[src/rtl/reorder_buffer.sv]
// 16-entry in-order reorder buffer: tag allocation, CDB capture, in-order commit
// and register-status maintenance. Define ROB_FLUSH_EN to enable the flush sweep.
module reorder_buffer (
    input  logic        clk,
    input  logic        rst_n,
    input  logic        issueValid,
    output logic        issueReady,
    input  logic        issueHasDest,
    input  logic [4:0]  issueDest,
    output logic [5:0]  issueTag,
    output logic        statusWe,
    output logic [4:0]  statusIndex,
    output logic [5:0]  statusData,
    output logic [4:0]  queryIndex,
    input  logic [5:0]  queryStatus,
    input  logic        cdbValid,
    input  logic [5:0]  cdbTag,
    input  logic [31:0] cdbValue,
    output logic        commitValid,
    output logic [4:0]  commitIndex,
    output logic [31:0] commitValue,
    input  logic        flush,
    output logic [4:0]  robCount
);
    localparam int          DEPTH       = 16;
    localparam logic [5:0]  INVALID_TAG = 6'b010000;

    typedef enum logic {RUN, FLUSH} state_t;
    state_t state;

    logic [DEPTH-1:0]       busy, rdy, hasdest;
    logic [DEPTH-1:0][4:0]  dest;
    logic [DEPTH-1:0][31:0] value;
    logic [3:0]             head, tail, tail_nx;
    logic [4:0]             count, count_nx;
    logic                   fire, iss_wr, head_ok, needclr, defer, pop, clr, do_flush;
`ifdef ROB_FLUSH_EN
    logic [5:0]             fcnt;
    assign do_flush = flush;
`else
    logic                   unused_flush;
    assign unused_flush = flush;
    assign do_flush     = 1'b0;
`endif

    assign queryIndex = dest[head];

    always_comb begin
        fire     = issueValid && issueReady;
        iss_wr   = fire && issueHasDest;
        head_ok  = (state == RUN) && busy[head] && rdy[head];
        needclr  = hasdest[head] && (queryStatus == {2'b00, head});
        // Only one status write per cycle: an issue write to another register stalls the pop.
        defer    = head_ok && needclr && iss_wr && (dest[head] != issueDest);
        pop      = head_ok && !defer;
        clr      = pop && needclr && !iss_wr;
        tail_nx  = tail + 4'(fire);
        count_nx = count + 5'(fire) - 5'(pop);
    end

    always_ff @(posedge clk) begin
        if (!rst_n) begin
            state       <= RUN;
            head        <= '0;
            tail        <= '0;
            count       <= '0;
            busy        <= '0;
            rdy         <= '0;
            hasdest     <= '0;
            dest        <= '0;
            value       <= '0;
            issueReady  <= 1'b1;
            issueTag    <= '0;
            statusWe    <= 1'b0;
            statusIndex <= '0;
            statusData  <= INVALID_TAG;
            commitValid <= 1'b0;
            commitIndex <= '0;
            commitValue <= '0;
            robCount    <= '0;
`ifdef ROB_FLUSH_EN
            fcnt        <= '0;
`endif
        end else if (do_flush) begin
`ifdef ROB_FLUSH_EN
            state       <= FLUSH;
            head        <= '0;
            tail        <= '0;
            count       <= '0;
            busy        <= '0;
            rdy         <= '0;
            hasdest     <= '0;
            issueReady  <= 1'b0;
            issueTag    <= '0;
            robCount    <= '0;
            commitValid <= 1'b0;
            statusWe    <= 1'b1;
            statusIndex <= '0;
            statusData  <= INVALID_TAG;
            fcnt        <= 6'd1;
`endif
        end else if (state == FLUSH) begin
`ifdef ROB_FLUSH_EN
            commitValid <= 1'b0;
            if (fcnt == 6'd32) begin
                state      <= RUN;
                statusWe   <= 1'b0;
                issueReady <= 1'b1;
            end else begin
                statusWe    <= 1'b1;
                statusIndex <= fcnt[4:0];
                statusData  <= INVALID_TAG;
                fcnt        <= fcnt + 6'd1;
            end
`endif
        end else begin
            statusWe    <= 1'b0;
            commitValid <= 1'b0;
            if (cdbValid && (cdbTag[5:4] == 2'b00) && busy[cdbTag[3:0]] && !rdy[cdbTag[3:0]]) begin
                rdy[cdbTag[3:0]]   <= 1'b1;
                value[cdbTag[3:0]] <= cdbValue;
            end
            if (pop) begin
                busy[head]  <= 1'b0;
                rdy[head]   <= 1'b0;
                head        <= head + 4'd1;
                commitValid <= hasdest[head];
                if (hasdest[head]) begin
                    commitIndex <= dest[head];
                    commitValue <= value[head];
                end
            end
            if (fire) begin
                busy[tail]    <= 1'b1;
                rdy[tail]     <= 1'b0;
                hasdest[tail] <= issueHasDest;
                dest[tail]    <= issueDest;
                tail          <= tail_nx;
            end
            if (iss_wr) begin
                statusWe    <= 1'b1;
                statusIndex <= issueDest;
                statusData  <= {2'b00, tail};
            end else if (clr) begin
                statusWe    <= 1'b1;
                statusIndex <= dest[head];
                statusData  <= INVALID_TAG;
            end
            count      <= count_nx;
            robCount   <= count_nx;
            issueReady <= (count_nx != 5'd16);
            issueTag   <= (count_nx == 5'd16) ? INVALID_TAG : {2'b00, tail_nx};
        end
    end
endmodule
[config.mk]
export PLATFORM = sky130hd
export DESIGN_NAME = reorder_buffer
export DESIGN_NICKNAME = d
export VERILOG_FILES = /design/src/rtl/reorder_buffer.sv
export SDC_FILE = /design/constraint.sdc
export NUM_CORES = 2
export LEC_CHECK = 0
export ABC_AREA = 0
export BUFFER_PORTS_ARGS = -buffer_cell sky130_fd_sc_hd__buf_4
export CAP_MARGIN = 20
export CORE_AREA = 3 3 227 229
export DETAILED_ROUTE_END_ITERATION = 10
export DIE_AREA = 0 0 230 232
export PLACE_DENSITY = 0.81
export SKIP_CTS_REPAIR_TIMING = 1
export SYNTH_ARGS = -nofsm -noshare
export SYNTH_HDL_FRONTEND = slang
export SYNTH_SLANG_ARGS = --single-unit
[constraint.sdc]
create_clock -name clk -period 5.7 [get_ports clk]
set_clock_uncertainty 0.05 [all_clocks]
set_input_delay 0.285 -clock clk [delete_from_list [all_inputs] [get_ports clk]]
set_output_delay 0.285 -clock clk [all_outputs]
set_load 0.03 [all_outputs]
==> results.json <==
{
  "status": "completed",
  "synth_top_area_cell": "dfxtp_1",
  "gr-usage-all-layers_pct": 29.0,
  "place_area_um2": 31900,
  "worstMarginPinSlew_ns": 1.12,
  "cp_max_fo": 29,
  "power_per_cell_area_nw_per_um2": 304,
  "rows": 82,
  "ios": 122,
  "cts_tree": "yes",
  "syn_area_um2": 30800,
  "post-dp-hpwl_um": 47800,
  "drc": 0,
  "postRouteAntennaNets": 0,
  "die_h_um": 232,
  "yosys_most_used_dff": "dfxtp_1",
  "ctsRootBufferMaster": "clkbuf_16",
  "rsz0062_at_grt": "no",
  "grt_pass1_vias": 22500,
  "clk_latency_ns": 0.61,
  "yosysSeqAreaShare_pct": 46.1,
  "final_util_pct": 68.8,
  "path_class": "flip-flop to flip-flop",
  "crit_path_end_kind": "flip-flop",
  "cp-start-kind": "flip-flop",
  "syn2layout_area_growth_pct": 11.6,
  "vias": 22600,
  "gr-total-overflow": 0,
  "drt_pass1_iterations": 9,
  "cts.clk_slew.worst_paths_ns": 0.06,
  "place.gp.congestion": 0.905,
  "cp.required_ns": 6.14,
  "ys_warn_count": 0,
  "slew-limit-headroom_pct": 25.1,
  "die_w_um": 230,
  "period_share_pct": 83.4,
  "synthArstFlopShare_pct": 0,
  "grt_pass1_wl_um": 123000,
  "fin_crit_ns": 4.76,
  "detail_route.wl_per_cell_um": 21.4,
  "postRouteWirelength_um": 79000,
  "ys_types": 54,
  "ys_ff_latch": 708,
  "drive_gt1_share_pct": 16.3,
  "worstHoldPathType": "primary input to flip-flop",
  "power_w": 0.0104,
  "hold_violations": 0,
  "synth_edf_count": 0,
  "setup_slack_ns": 0.944,
  "post-route-cell-area_um2": 34300,
  "drtIter0Drc": 2391,
  "fmax_mhz": 210,
  "final_nets": 3024,
  "cts.path.max_buffers": 3,
  "yosys-top-cells-area": "dfxtp_1 46%, mux2i_1 19%, mux4_2 13%",
  "synth_top_area_share_pct": 46.1,
  "cts_buffers": 72,
  "numPortBuffers": 118,
  "die_area_um2": 53400,
  "syn_inst": 2961,
  "start_util_pct": 61.7,
  "crit_arrival_ns": 5.20,
  "maxCapViolCount": 0,
  "grt_max_degree": 212,
  "vias_per_cell": 6.14,
  "coreArea_um2": 49900,
  "syn_avg_cell_area_um2": 10.4,
  "peakVddDrop_uv": 442,
  "cts.sinks": 708,
  "slew_viol_final": 0,
  "tns_ns": 0,
  "setup_viol": 0,
  "cts_max_level": 3,
  "p_leak_nw": 13.9,
  "antenna_found_initial": 2,
  "dpl_worst_slack_ns": 1.01
}
-- cell usage after synthesis (11+ instances only) --
library cell	count
dfxtp_1	708
a41oi_1	12
ha_1	11
o211ai_1	12
nand2_1	325
o21ai_0	29
a21oi_1	113
a31oi_1	18
nand3_1	20
mux2i_1	576
nand2b_1	22
mux4_2	184
clkbuf_1	160
nor2_1	564
buf_1	13
inv_1	18
buf_2	64
-- power breakdown --
group	switching [W]	internal, W	total [W]
combinational	0.000446	0.000208	0.000653
clock	0.00195	0.00279	0.00474
sequential	0.0000381	0.00500	0.00504
-- state kept, by name, indices dropped and copies added, names as in the netlist, 16 cells and up --
name,flops
hasdest,16
busy,16
commitValue,32
rdy,16
dest,80
value,512
-- cell families after synthesis --
family | synth area share (%)
xor+xnor | 0.399
fa+ha+maj | 0.513
simple gates | 12.9
other cells | 0.0122
compound gates | 3.99
flops | 46.1
mux | 32.4
buf+inv | 3.79
-- per-stage QoR --
stage	hold WS, ns	cells
3_5_place_dp	0.397	3552
3_3_place_gp	0.388	3551
6_report	0.00732	3687
2_1_floorplan	0.382	2962
5_1_grt	0.000828	3687
4_1_cts	-0.0318	3682
-- placed cells by master (no fill, tap or decap), drive strengths merged, types with 2 or more instances in the layout --
cell and instances:
o21ai 29, bufinv 4, a21oi 113, and2 7, mux2i 577, clkinv 15
nand3 20, diode 2, a2111oi 2, and3 3, a31oi 18, nor3 10
inv 24, xnor2 6, a22o 2, buf 168, a21o 2, nor4 4
or2 4, nor3b 2, a22oi 6, nor2b 6, conb 2, a211oi 2
clkbuf 108, nand4 8, mux4 185, nor2 564, ha 11, nand3b 10
nand2b 22, a41oi 12, o211ai 13, dfxtp 708, xor2 8, nand2 325
-- layout make-up --
type,instances,area (um2)
Multi-Input combinational cell,1985,15500
Sequential cell,708,14200
Fill cell,3565,15600
Antenna cell,2,5.00
Inverter,20,82.6
Clock buffer,107,2150
Clock inverter,23,234
Tap cell,672,841
Timing Repair Buffer,170,1320
-- metal layers --
metal  track usage [%]  wire length (um)  vias up
met5                 0                 0        -
met4              10.6              2600        0
met3              5.62              6180      195
met2              48.6             38500      981
met1              37.5             31700    11200
li1                  -                 -    10300
-- critical path: stages (launching register included) --
cell and delay, ns:
dfxtp_4 0.70, mux4_2 0.60, mux4_2 0.55, xnor2_1 0.22, o211ai_2 0.24, o31ai_4 0.31, ha_1 0.29, inv_1 0.06
ha_1 0.15, inv_1 0.06, fa_1 0.42, inv_1 0.07, a21o_1 0.10, a21oi_1 0.07, xnor2_1 0.15, nor4_1 0.31
nand2b_1 0.23, nor2_1 0.07
-- final timing paths --
check | cells after the start | endpoint | slack, ns | startpoint
worst max-delay path | 17 | issueTag[2]$_SDFF_PP0_ | 0.94 | head[1]$_SDFFE_PN0N_
worst max register to register | 17 | issueTag[2]$_SDFF_PP0_ | 0.94 | head[1]$_SDFFE_PN0N_
worst min register to register | 2 | dest[38]$_SDFFE_PN0P_ | 0.40 | dest[38]$_SDFFE_PN0P_
worst min-delay path | 3 | value[422]$_SDFFE_PN0P_ | 0.007 | cdbValue[6]
Power figures use the tool's default switching activity.
